**src/rtl/hazard_ctrl.sv**
```systemverilog
// Pipeline hazard controller for the 5-stage RV32 core: stall/flush sequencing,
// EX forwarding selects, data-memory wait FSM with timeout fault, and stall perf counter.
module hazard_ctrl #(
  parameter int MEM_TIMEOUT = 16,
  parameter int CNT_W       = 32
) (
  input  logic             clk,
  input  logic             rst,
  input  logic [4:0]       rs1_d,
  input  logic [4:0]       rs2_d,
  input  logic [4:0]       rs1_e,
  input  logic [4:0]       rs2_e,
  input  logic [4:0]       rd_e,
  input  logic [1:0]       result_sel_e,
  input  logic             reg_write_m,
  input  logic [4:0]       rd_m,
  input  logic             reg_write_w,
  input  logic [4:0]       rd_w,
  input  logic             pc_src_e,
  input  logic             mem_req_m,
  input  logic             mem_ready,
  input  logic             err_in,
  output logic             stall_f,
  output logic             stall_d,
  output logic             stall_e,
  output logic             stall_m,
  output logic             flush_d,
  output logic             flush_e,
  output logic             flush_w,
  output logic [1:0]       fwd_a_e,
  output logic [1:0]       fwd_b_e,
  output logic             halted,
  output logic             fault_timeout,
  output logic [CNT_W-1:0] stall_cycles
);

  localparam int WC_W = $clog2(MEM_TIMEOUT + 1);

  // state    | meaning
  // RUN      | normal issue
  // MEM_WAIT | data memory not ready, pipeline frozen
  // HALT     | sticky stop until reset
  typedef enum logic [1:0] {S_RUN, S_MEM_WAIT, S_HALT} state_t;

  state_t            state_q, state_d;
  logic [WC_W-1:0]   wait_cnt_q, wait_cnt_d;
  logic              fault_q, fault_d;
  logic [CNT_W-1:0]  cnt_q, cnt_d;
  logic              mw, lu, any_stall;

  function automatic logic [1:0] fwd_sel(input logic [4:0] rs,
                                         input logic wm, input logic [4:0] rdm,
                                         input logic ww, input logic [4:0] rdw);
    if (wm && rdm != 5'd0 && rdm == rs)      return 2'b10;
    else if (ww && rdw != 5'd0 && rdw == rs) return 2'b01;
    else                                     return 2'b00;
  endfunction

  always_ff @(posedge clk or negedge rst) begin
    if (!rst) begin
      state_q    <= S_RUN;
      wait_cnt_q <= '0;
      fault_q    <= 1'b0;
      cnt_q      <= '0;
    end else begin
      state_q    <= state_d;
      wait_cnt_q <= wait_cnt_d;
      fault_q    <= fault_d;
      cnt_q      <= cnt_d;
    end
  end

  always_comb begin
    state_d    = state_q;
    wait_cnt_d = wait_cnt_q;
    fault_d    = fault_q;
    case (state_q)
      S_RUN: begin
        if (err_in) begin
          state_d = S_HALT;
        end else if (mem_req_m && !mem_ready) begin
          state_d    = S_MEM_WAIT;
          wait_cnt_d = WC_W'(1);
        end
      end
      S_MEM_WAIT: begin
        if (mem_ready) begin
          state_d    = S_RUN;
          wait_cnt_d = '0;
        end else if (wait_cnt_q == WC_W'(MEM_TIMEOUT)) begin
          state_d = S_HALT;
          fault_d = 1'b1;
        end else begin
          wait_cnt_d = wait_cnt_q + WC_W'(1);
        end
      end
      S_HALT:  state_d = S_HALT;
      default: state_d = S_RUN;
    endcase
  end

  always_comb begin
    stall_f = 1'b0;
    stall_d = 1'b0;
    stall_e = 1'b0;
    stall_m = 1'b0;
    flush_d = 1'b0;
    flush_e = 1'b0;
    flush_w = 1'b0;
    mw = ((state_q == S_RUN) && mem_req_m && !mem_ready) ||
         ((state_q == S_MEM_WAIT) && !mem_ready);
    lu = (result_sel_e == 2'b01) && (rd_e != 5'd0) &&
         ((rd_e == rs1_d) || (rd_e == rs2_d));
    if (rst) begin
      if (state_q == S_HALT || mw) begin
        stall_f = 1'b1;
        stall_d = 1'b1;
        stall_e = 1'b1;
        stall_m = 1'b1;
        flush_w = 1'b1;
      end else if (pc_src_e) begin
        flush_d = 1'b1;
        flush_e = 1'b1;
      end else if (lu) begin
        stall_f = 1'b1;
        stall_d = 1'b1;
        flush_e = 1'b1;
      end
    end
  end

  assign any_stall = stall_f | stall_d | stall_e | stall_m;

  always_comb begin
    cnt_d = cnt_q;
    if (any_stall && cnt_q != {CNT_W{1'b1}}) cnt_d = cnt_q + CNT_W'(1);
  end

  assign fwd_a_e       = rst ? fwd_sel(rs1_e, reg_write_m, rd_m, reg_write_w, rd_w) : 2'b00;
  assign fwd_b_e       = rst ? fwd_sel(rs2_e, reg_write_m, rd_m, reg_write_w, rd_w) : 2'b00;
  assign halted        = (state_q == S_HALT);
  assign fault_timeout = fault_q;
  assign stall_cycles  = cnt_q;

endmodule

```
**config.mk**
```make
export PLATFORM = sky130hd
export DESIGN_NAME = hazard_ctrl
export DESIGN_NICKNAME = d
export VERILOG_FILES = /design/src/rtl/hazard_ctrl.sv
export SDC_FILE = /design/constraint.sdc
export NUM_CORES = 1
export LEC_CHECK = 0
export CELL_PAD_IN_SITES_DETAIL_PLACEMENT = 1
export CELL_PAD_IN_SITES_GLOBAL_PLACEMENT = 2
export CORE_AREA = 2 2 119 98
export DETAILED_ROUTE_END_ITERATION = 16
export DIE_AREA = 0 0 121 100
export PLACE_DENSITY_LB_ADDON = 0.1
export SYNTH_ARGS = -nofsm -noshare
export SYNTH_HDL_FRONTEND = slang
export SYNTH_SLANG_ARGS = --single-unit
```
**constraint.sdc**
```tcl
create_clock -name clk -period 2.1 [get_ports clk]
set_input_delay 0.42 -clock clk [delete_from_list [all_inputs] [get_ports clk]]
set_output_delay 0.42 -clock clk [all_outputs]
set_load 0.1 [all_outputs]
```
==> flow_summary.toml, run 1 <==
[global_route]
gr-total-overflow = 0
grt_usage_pct = 14.0
grt_pass1_vias = 2586
grt_max_degree = 25
grt_pass1_wl_mm = 13.5
antenna_found_initial = 0

[synth]
synth_top_cell_by_area = "dfrtp_1"
yosysUniqueCellTypes = 40
ys_ff_latch = 40
synth_commonest_cells = "46 x xnor2_1, 40 x dfrtp_1, 22 x nand3_1"
synthFlopType = "dfrtp_1"
seq_area_frac_synth_pct = 39.4
synth_area_per_cell_um2 = 9.89
yosys-top-cells-area = "dfrtp_1 39%, xnor2_1 16%, xor2_1 5.9%"
syn-instance-count = 257
async_flop_share_pct = 100
syn-cell-area_mm2 = 0.00254
yosys_warnings = 0
synth_fp_nets = 305
yosysMostFrequentCell = "xnor2_1"
synth_top_area_share_pct = 39.4
synth_edf_count = 0

[layout]
fin_cells = 532
area_delta_synth_final_pct = 69.6
drive_above_1_share_pct = 49.5
fin_nets = 431
num_antenna_cells = 0

[timing]
setup_tns_ns = -0.276
hold_viol = 0
finalSetupViolCount = 4
worstMarginPinSlew_ns = 0.349
max_freq_mhz = 452
fin_skew_ns = 0.00621
rsz0062_at_grt = "yes"
holdWs_ns = 0.218
finalCritPeriodShare_pct = 105
fin_ws_ns = -0.113
finalCriticalPeriod_ns = 2.21
drv_slew = 0
maxSlewHeadroom_pct = 76.1

[place]
portBuffers = 89
post-dp-hpwl_mm = 6.46
post-place-ws_ns = -0.597
placed_cells = 518
gp_congestion = 0.752

[clock_network]
root_buffer = "clkbuf_16"
tritoncts = "done"
clk_latency_ns = 0.28
clkSinkCount = 40
cts_made_buffers = 5
clk_path_buf_depth = 2
path_clk_slew_ns = 0.06
hold_buffers = 0
ctsHtreeMaxLevel = 2

[route]
wl_met3_um = 474
post_drt_wl_per_cell_um = 15.4
drt-met1-wl_mm = 4.05
top_layer_used = "met4"
drc = 0
met2_length_mm = 3.64
dr.pass1.iters = 4
post_drt_via_cell_ratio = 4.43
wl_mm = 8.20
vias = 2356
drtAntennaViolNets = 0
drt_iter0_drc = 51

[floorplan]
die_w_um = 121
boundaryPins = 90
start_util_pct = 22.9
dieArea_mm2 = 0.0121
die_h_um = 100
coreArea_mm2 = 0.0111
fp-row-count = 35

[status]
violations = "negative setup slack"
status = "finished, violations left"

[setup_path]
worstSetupPathType = "input pin to output port"
reg2reg_depth = 8
crit_fanout = 2
worst_setup_path_end_kind = "output port"
reg2reg_from = "stall_cycles[0]$_DFFE_PN0P_"
reg2reg_slack_ns = 0.19
critPathArrivalTime_ns = 1.79
r2r-end = "stall_cycles[9]$_DFFE_PN0P_"
cp_data_required_time_ns = 1.68
critPathLaunchType = "input pin"

[worst_hold_path]
min_path_type = "input pin to asynchronous set/reset pin"

[power_and_ir_drop]
power_density_mw_per_mm2 = 685
ir_drop_mv = 0.412
p_leak_nw = 1.83

[flow_run]
cap_violations = 0
## cell type report
type	instances	area, µm²
clock buffers	7	153
multi-input cells	200	1680
repair buffers	130	1200
clock inverters	1	30.0
inverters	6	22.5
fillers	1264	6770
flip-flops and latches	40	1040
well taps	148	185
## cell usage in the layout, fill, tap and decap left out, types with 8 or more instances in the layout
| master | Yosys | layout |
|---|---|---|
| and3_1 | 12 | 12 |
| buf_12 | 0 | 15 |
| buf_4 | 3 | 70 |
| buf_6 | 6 | 8 |
| clkbuf_2 | 1 | 8 |
| dfrtp_1 | 40 | 12 |
| dfrtp_2 | 0 | 26 |
| dlygate4sd2_1 | 0 | 13 |
| nand2_1 | 12 | 11 |
| nand3_1 | 22 | 11 |
| nand3_2 | 4 | 15 |
| nand4_1 | 16 | 16 |
| nor2_1 | 13 | 10 |
| xnor2_1 | 46 | 44 |
| xor2_1 | 17 | 14 |
## routing by layer
layer	up-vias	track usage [%]
met5	-	0
met4	0	2.42
met3	2	3.13
met2	64	21.8
met1	1132	20.0
li1	1158	-
## worst max-delay path by stage
stage,from,end,cells past startpoint
4_1_cts,rd_m[2],fwd_b_e[0],6
3_5_place_dp,rd_m[4],fwd_b_e[1],6
6_report,rd_m[1],fwd_a_e[0],7
5_1_grt,rd_m[1],fwd_b_e[0],7
2_1_floorplan,rd_w[3],fwd_a_e[0],3
3_3_place_gp,rd_w[3],fwd_a_e[0],6
## cells by family (layout without fill, tap and decap cells)
| family | after synthesis | after routing | share of synthesized area, % |
|---|---|---|---|
| XOR/XNOR | 63 | 63 | 21.7 |
| multiplexers | 2 | 2 | 0.886 |
| AO/OA/AOI/OAI | 16 | 16 | 4.77 |
| buffers and inverters | 17 | 144 | 4.77 |
| AND/OR/NAND/NOR | 116 | 116 | 27.0 |
| adder cells (fa/ha/maj) | 3 | 3 | 1.48 |
| flip-flops | 40 | 40 | 39.4 |
## critical path: stages
cell     delay (ns)
buf_6          0.09
or4_4          0.53
o21ai_4        0.16
buf_4          0.14
nor4_4         0.04
nor4_4         0.19
buf_12         0.21
## metrics by stage
| stage | util [%] | power [mW] | cell area (µm²) |
|---|---|---|---|
| floorplan | - | 1.68 | 2750 |
| global placement | 36.0 | 2.03 | 3990 |
| detailed placement | 36.0 | 2.04 | 3990 |
| CTS | 38.1 | 2.98 | 4220 |
| global route | 38.9 | 3.09 | 4310 |
| finish | 38.9 | 2.95 | 4310 |
## report_power, final
group / internal (mW) / leakage, nW / switching [mW]
combinational: 0.332 / 1.25 / 0.743
clock: 0.626 / 0.0901 / 0.296
sequential: 0.864 / 0.492 / 0.0948
total: 1.82 / 1.83 / 1.13
## timing repair
item,4_1_cts,5_1_grt
pin swaps,31,27
setup buffers,3,3
gates resized for setup,84,55
setup endpoints to repair,41,33
## registers in the layout (all words and copies together), names as in the netlist
signal and cells:
wait_cnt_q 5, stall_cycles 32, state_q 2, fault_timeout 1
No activity file was read; power rests on OpenSTA's default activity.
==> run 2: changes to the inputs <==
--- a/config.mk
+++ b/config.mk
@@ -7,10 +7,11 @@
 export LEC_CHECK = 0
 export CELL_PAD_IN_SITES_DETAIL_PLACEMENT = 1
 export CELL_PAD_IN_SITES_GLOBAL_PLACEMENT = 2
-export CORE_AREA = 2 2 119 98
+export CORE_AREA = 2 2 112 92
 export DETAILED_ROUTE_END_ITERATION = 16
-export DIE_AREA = 0 0 121 100
+export DIE_AREA = 0 0 114 94
 export PLACE_DENSITY_LB_ADDON = 0.1
+export SLEW_MARGIN = 20
 export SYNTH_ARGS = -nofsm -noshare
 export SYNTH_HDL_FRONTEND = slang
 export SYNTH_SLANG_ARGS = --single-unit
==> constraint.sdc (replaced) <==
create_clock -name clk -period 2.3 [get_ports clk]
set_input_delay 0.46 -clock clk [delete_from_list [all_inputs] [get_ports clk]]
set_output_delay 0.46 -clock clk [all_outputs]
set_load 0.1 [all_outputs]
==> run 2 against run 1 <==
Effect of this change: the flow still finishes with violations (negative setup slack); clock power is 25% lower; first-iteration DRC count down 9.8%; total power down 15%; cell count is 7.7% lower; combinational power down 9%; die area is 11% lower; sequential share of layout area up 0.85 points; global-route usage up 0.67 points; register-to-register slack gained 0.05 ns; flip-flop and latch count stayed put.
==> flow_summary.toml, run 2 (synthesized netlist as in run 1, its figures left out) <==
[status]
status = "finished, violations left"
violations = "negative setup slack"

[place]
post-dp-hpwl_mm = 5.85
post-place-ws_ns = -0.423
gp_congestion = 0.787
portBuffers = 89

[global_route]
busiest_layer = "met2"
antenna_found_initial = 0
gr-usage-met2_pct = 22.8
gr-total-overflow = 0
grt_usage_pct = 14.6
grt_max_degree = 25
grt_pass1_vias = 2405
grtUsageMet1_pct = 20.6
grt_pass1_wl_mm = 12.3
grt_use_met3_pct = 3.03

[timing]
hold_viol = 0
fin_skew_ns = 0.00388
finalSetupViolCount = 3
rsz0062_at_grt = "yes"
max_freq_mhz = 423
maxSlewHeadroom_pct = 70.2
fin_ws_ns = -0.0634
finalCritPeriodShare_pct = 103
finalCriticalPeriod_ns = 2.36
drv_slew = 0
holdWs_ns = 0.194
worstMarginPinSlew_ns = 0.441

[floorplan]
die_h_um = 94
boundaryPins = 90
dieArea_mm2 = 0.0107
fp-row-count = 32
coreArea_mm2 = 0.00953
start_util_pct = 26.7
die_w_um = 114

[setup_path]
critical_path.startpoint = "rd_m[1]"
cp_common_cell = "nor4_4"
critPathLaunchType = "input pin"
slowest_delay_ns = 0.53
worst_setup_path_end_kind = "output port"
critPathArrivalTime_ns = 1.90
critical_path.top_delay_family = "simple AND/OR/NAND/NOR gates"
crit_fanout = 2
path_buf_inv = 2
cp_slowest_cell = "or4_4"
reg2reg_from = "stall_cycles[14]$_DFFE_PN0P_"
worstSetupPathType = "input pin to output port"
cp_data_required_time_ns = 1.84
path_cells = "buf_6 -> or4_4 -> o21ai_4 -> nor4_4 -> nor4_4 -> buf_12"

[route]
drtAntennaViolNets = 0
post_drt_wl_per_cell_um = 15.8
vias = 2332
post_drt_via_cell_ratio = 4.75
wl_mm = 7.75
drt_iter0_drc = 46
dr.pass1.iters = 4
drc = 0

[power_and_ir_drop]
p_leak_nw = 1.83
total_power_mw = 2.53
power_density_mw_per_mm2 = 610
ir_drop_mv = 0.288

[worst_hold_path]
min_path_type = "input pin to asynchronous set/reset pin"

[layout]
layout_commonest_cell = "buf_4"
drive_above_1_share_pct = 43.5
final_cell_mix = "61 x buf_4, 45 x xnor2_1, 27 x dfrtp_2, 16 x nand4_1, 15 x nand3_1"
num_antenna_cells = 0
fill_cells = 1084
area_delta_synth_final_pct = 62.8
largest_register_ffs = 32
multiInputGateArea_mm2 = 0.00162
register_area_mm2 = 0.00103
fin_nets = 419

[flow_run]
cap_violations = 0

[clock_network]
cts_made_buffers = 5
path_clk_slew_ns = 0.05
clk_latency_ns = 0.28
ctsHtreeMaxLevel = 2
hold_buffers = 0
tritoncts = "done"
root_buffer = "clkbuf_16"
clk_path_buf_depth = 2
clkSinkCount = 40
-- run 2: cell count changes in the layout (fill, tap and decap cells not counted), sizes merged --
cell           previous run  this run
clkbuf                   15        11
bufinv                    1         0
clkdlybuf4s50             4         5
clkdlybuf4s15             5         3
dlymetal6s2s              1        14
buf                      99        83
dlygate4sd2              13        10
-- run 2: through the flow --
stage          util [%]  instance area (µm²)  setup TNS, ns  std cells
6_report           43.4                 4140         -0.139        491
3_5_place_dp       40.0                 3810          -9.71        478
3_3_place_gp       40.0                 3810         -10.07        478
5_1_grt            43.4                 4140         -0.287        491
2_1_floorplan         -                 2720          -2.60        257
4_1_cts            42.4                 4040         -0.213        489
-- run 2: final timing paths --
path,endpoint,slack (ns),depth (start not counted)
setup reg to reg,stall_cycles[17]$_DFFE_PN0P_,0.24,7
setup / recovery,fwd_a_e[0],-0.06,6
max in group asynchronous,stall_cycles[16]$_DFFE_PN0P_,1.48,3
min in group clk,fault_timeout$_DFFE_PN0P_,0.47,1
hold reg to reg,fault_timeout$_DFFE_PN0P_,0.47,1
hold / removal,wait_cnt_q[0]$_DFFE_PN0P_,0.19,2
-- run 2: report_power, final --
part | switching (mW) | internal, mW | total, mW
registers | 0.0837 | 0.781 | 0.865
logic | 0.666 | 0.304 | 0.969
clock network | 0.259 | 0.432 | 0.691
-- run 2: area by class of cell --
type | count | share of cell area, %
Multi-Input combinational cell | 200 | 39.2
Tap cell | 119 | 3.60
Inverter | 6 | 0.544
Sequential cell | 40 | 25.0
Clock buffer | 8 | 3.54
Timing Repair Buffer | 118 | 28.2
-- run 2: what timing repair did --
item	CTS	global route
resized for setup	62	45
setup endpoints to repair	19	29
gates cloned	0	1
pin swaps	16	20
buffers inserted	3	2
-- run 2: layer usage --
layer  routed length, µm  vias to the layer above
met1                3830                     1135
met3                 387                        6
met2                3450                       66
li1                    -                     1125
met4                  76                        0
met5                   0                        -
==> run 3: changes to the inputs <==
--- a/config.mk
+++ b/config.mk
@@ -11,7 +11,9 @@
 export DETAILED_ROUTE_END_ITERATION = 16
 export DIE_AREA = 0 0 114 94
 export PLACE_DENSITY_LB_ADDON = 0.1
+export SKIP_LAST_GASP = 1
 export SLEW_MARGIN = 20
 export SYNTH_ARGS = -nofsm -noshare
 export SYNTH_HDL_FRONTEND = slang
 export SYNTH_SLANG_ARGS = --single-unit
+export TNS_END_PERCENT = 30
==> run 3 against run 2 <==
Effect of this change: the flow still finishes with violations (negative setup slack); maximum frequency rose by 0.16%; global-route usage rose by 0.43 points; hold slack got worse by 0.019 ns; routed wire length fell by 0.21%; clock-buffer cell count fell by 1; clock power fell by 2%; flip-flop and latch count did not move; register-to-register slack improved by 0.03 ns; sequential share of layout area rose by 0.069 points.
==> flow_summary.toml, run 3 (synthesized netlist as in run 1, its figures left out) <==
[route]
post_drt_via_cell_ratio = 4.73
vias = 2324
wl_mm = 7.74
drc = 0
post_drt_wl_per_cell_um = 15.8
drt_iter0_drc = 45
dr.pass1.iters = 4
drtAntennaViolNets = 0

[clock_network]
ctsHtreeMaxLevel = 2
cts_made_buffers = 5
root_buffer = "clkbuf_16"
clk_path_buf_depth = 2
clk_latency_ns = 0.28
path_clk_slew_ns = 0.06
clkSinkCount = 40
tritoncts = "done"
hold_buffers = 0

[global_route]
grt_usage_pct = 15.1
grtUsageMet1_pct = 21.3
gr-total-overflow = 0
busiest_layer = "met2"
grt_use_met3_pct = 3.61
grt_pass1_vias = 2443
antenna_found_initial = 0
gr-usage-met2_pct = 23.4
grt_pass1_wl_mm = 12.7
grt_max_degree = 27

[timing]
finalCriticalPeriod_ns = 2.36
max_freq_mhz = 424
hold_viol = 0
drv_slew = 0
worstMarginPinSlew_ns = 0.434
fin_ws_ns = -0.0595
rsz0062_at_grt = "yes"
maxSlewHeadroom_pct = 70.7
setup_tns_ns = -0.112
fin_skew_ns = 0.00806
finalCritPeriodShare_pct = 103
finalSetupViolCount = 3

[layout]
drive_above_1_share_pct = 38.7
area_delta_synth_final_pct = 59.3
largest_register_ffs = 32
final_cell_mix = "63 x buf_4, 44 x xnor2_1, 29 x dfrtp_1, 16 x nand4_1, 15 x xor2_1"
layout_commonest_cell = "buf_4"
fin_nets = 419
fill_cells = 1088
fin_cells = 491
num_antenna_cells = 0

[floorplan]
coreArea_mm2 = 0.00953
fp-row-count = 32
die_w_um = 114
start_util_pct = 26.7
die_h_um = 94
dieArea_mm2 = 0.0107
boundaryPins = 90

[power_and_ir_drop]
p_comb_share_pct = 38.5
p_leak_nw = 1.81
internal-power_mw = 1.48
total_power_mw = 2.50
p_seq_share_pct = 34.5
power_density_mw_per_mm2 = 617
power.switching_mw = 1.02
switching_share_pct = 40.9
clkPwrFrac_pct = 27.0
ir_drop_mv = 0.308

[place]
portBuffers = 89
placed_cells = 478
post-dp-hpwl_mm = 5.92
gp_congestion = 0.810

[setup_path]
cp_data_required_time_ns = 1.84
critPathLaunchType = "input pin"
critPathArrivalTime_ns = 1.90
worst_setup_path_end_kind = "output port"
reg2reg_slack_ns = 0.27
crit_fanout = 2
worstSetupPathType = "input pin to output port"

[worst_hold_path]
min_path_type = "input pin to asynchronous set/reset pin"

[flow_run]
cap_violations = 0

[status]
violations = "negative setup slack"
status = "finished, violations left"
-- run 3: worst max-delay path, stage by stage --
cell and delay, ns:
buf_6 0.09, or4_4 0.53, o21ai_4 0.18, nor4_4 0.07
buf_4 0.14, nor4_4 0.20, buf_12 0.22
-- run 3: metrics by stage --
step           instance area (µm²)  utilization [%]  worst slack, ns  hold WS (ns)
2_1_floorplan                 2680                -           -0.415         0.164
3_3_place_gp                  3780             39.7           -0.452         0.467
3_5_place_dp                  3780             39.7           -0.440         0.465
4_1_cts                       3990             41.9           -0.171         0.183
5_1_grt                       4050             42.5          -0.0992         0.189
6_report                      4050             42.5          -0.0595         0.175
-- run 3: routing by layer --
metal | up-vias | share of wire, %
li1 | 1132 | -
met1 | 1122 | 50
met2 | 64 | 45
met3 | 6 | 4.8
met4 | 0 | 0.80
met5 | - | 0
-- run 3: final cells by class --
class / count / area (µm²) / share of cell area (%)
multi-input combinational: 200 / 1610 / 39.8
timing repair buffer: 118 / 1110 / 27.5
sequential: 40 / 1010 / 25.1
tap: 119 / 149 / 3.68
clock buffer: 7 / 133 / 3.28
inverter: 6 / 22.5 / 0.556
clock inverter: 1 / 5.00 / 0.124
-- run 3: what timing repair did --
action                                  4_1_cts  5_1_grt
gates resized for setup                      52       43
pin swaps                                    12       28
buffers inserted                              3        2
endpoints found under the setup margin        7       32
-- run 3: path summary, 6_finish.rpt --
check	startpoint	end	cells past startpoint
worst max-delay path	rd_m[1]	fwd_a_e[0]	7
worst min-delay path	rst	wait_cnt_q[0]$_DFFE_PN0P_	2
worst max register to register	stall_cycles[0]$_DFFE_PN0P_	stall_cycles[21]$_DFFE_PN0P_	8
worst min register to register	fault_timeout$_DFFE_PN0P_	fault_timeout$_DFFE_PN0P_	1
max in group asynchronous	rst	stall_cycles[9]$_DFFE_PN0P_	3
min in group clk	fault_timeout$_DFFE_PN0P_	fault_timeout$_DFFE_PN0P_	1
-- run 3: power by group through the flow --
stage | Clock (mW) | Combinational [mW] | Sequential, mW
after floorplan | 0 | 0.251 | 1.26
after global placement | 0 | 0.950 | 0.875
after detailed placement | 0 | 0.955 | 0.876
after CTS | 0.705 | 0.964 | 0.864
after global routing | 0.736 | 1.01 | 0.876
final | 0.674 | 0.963 | 0.863
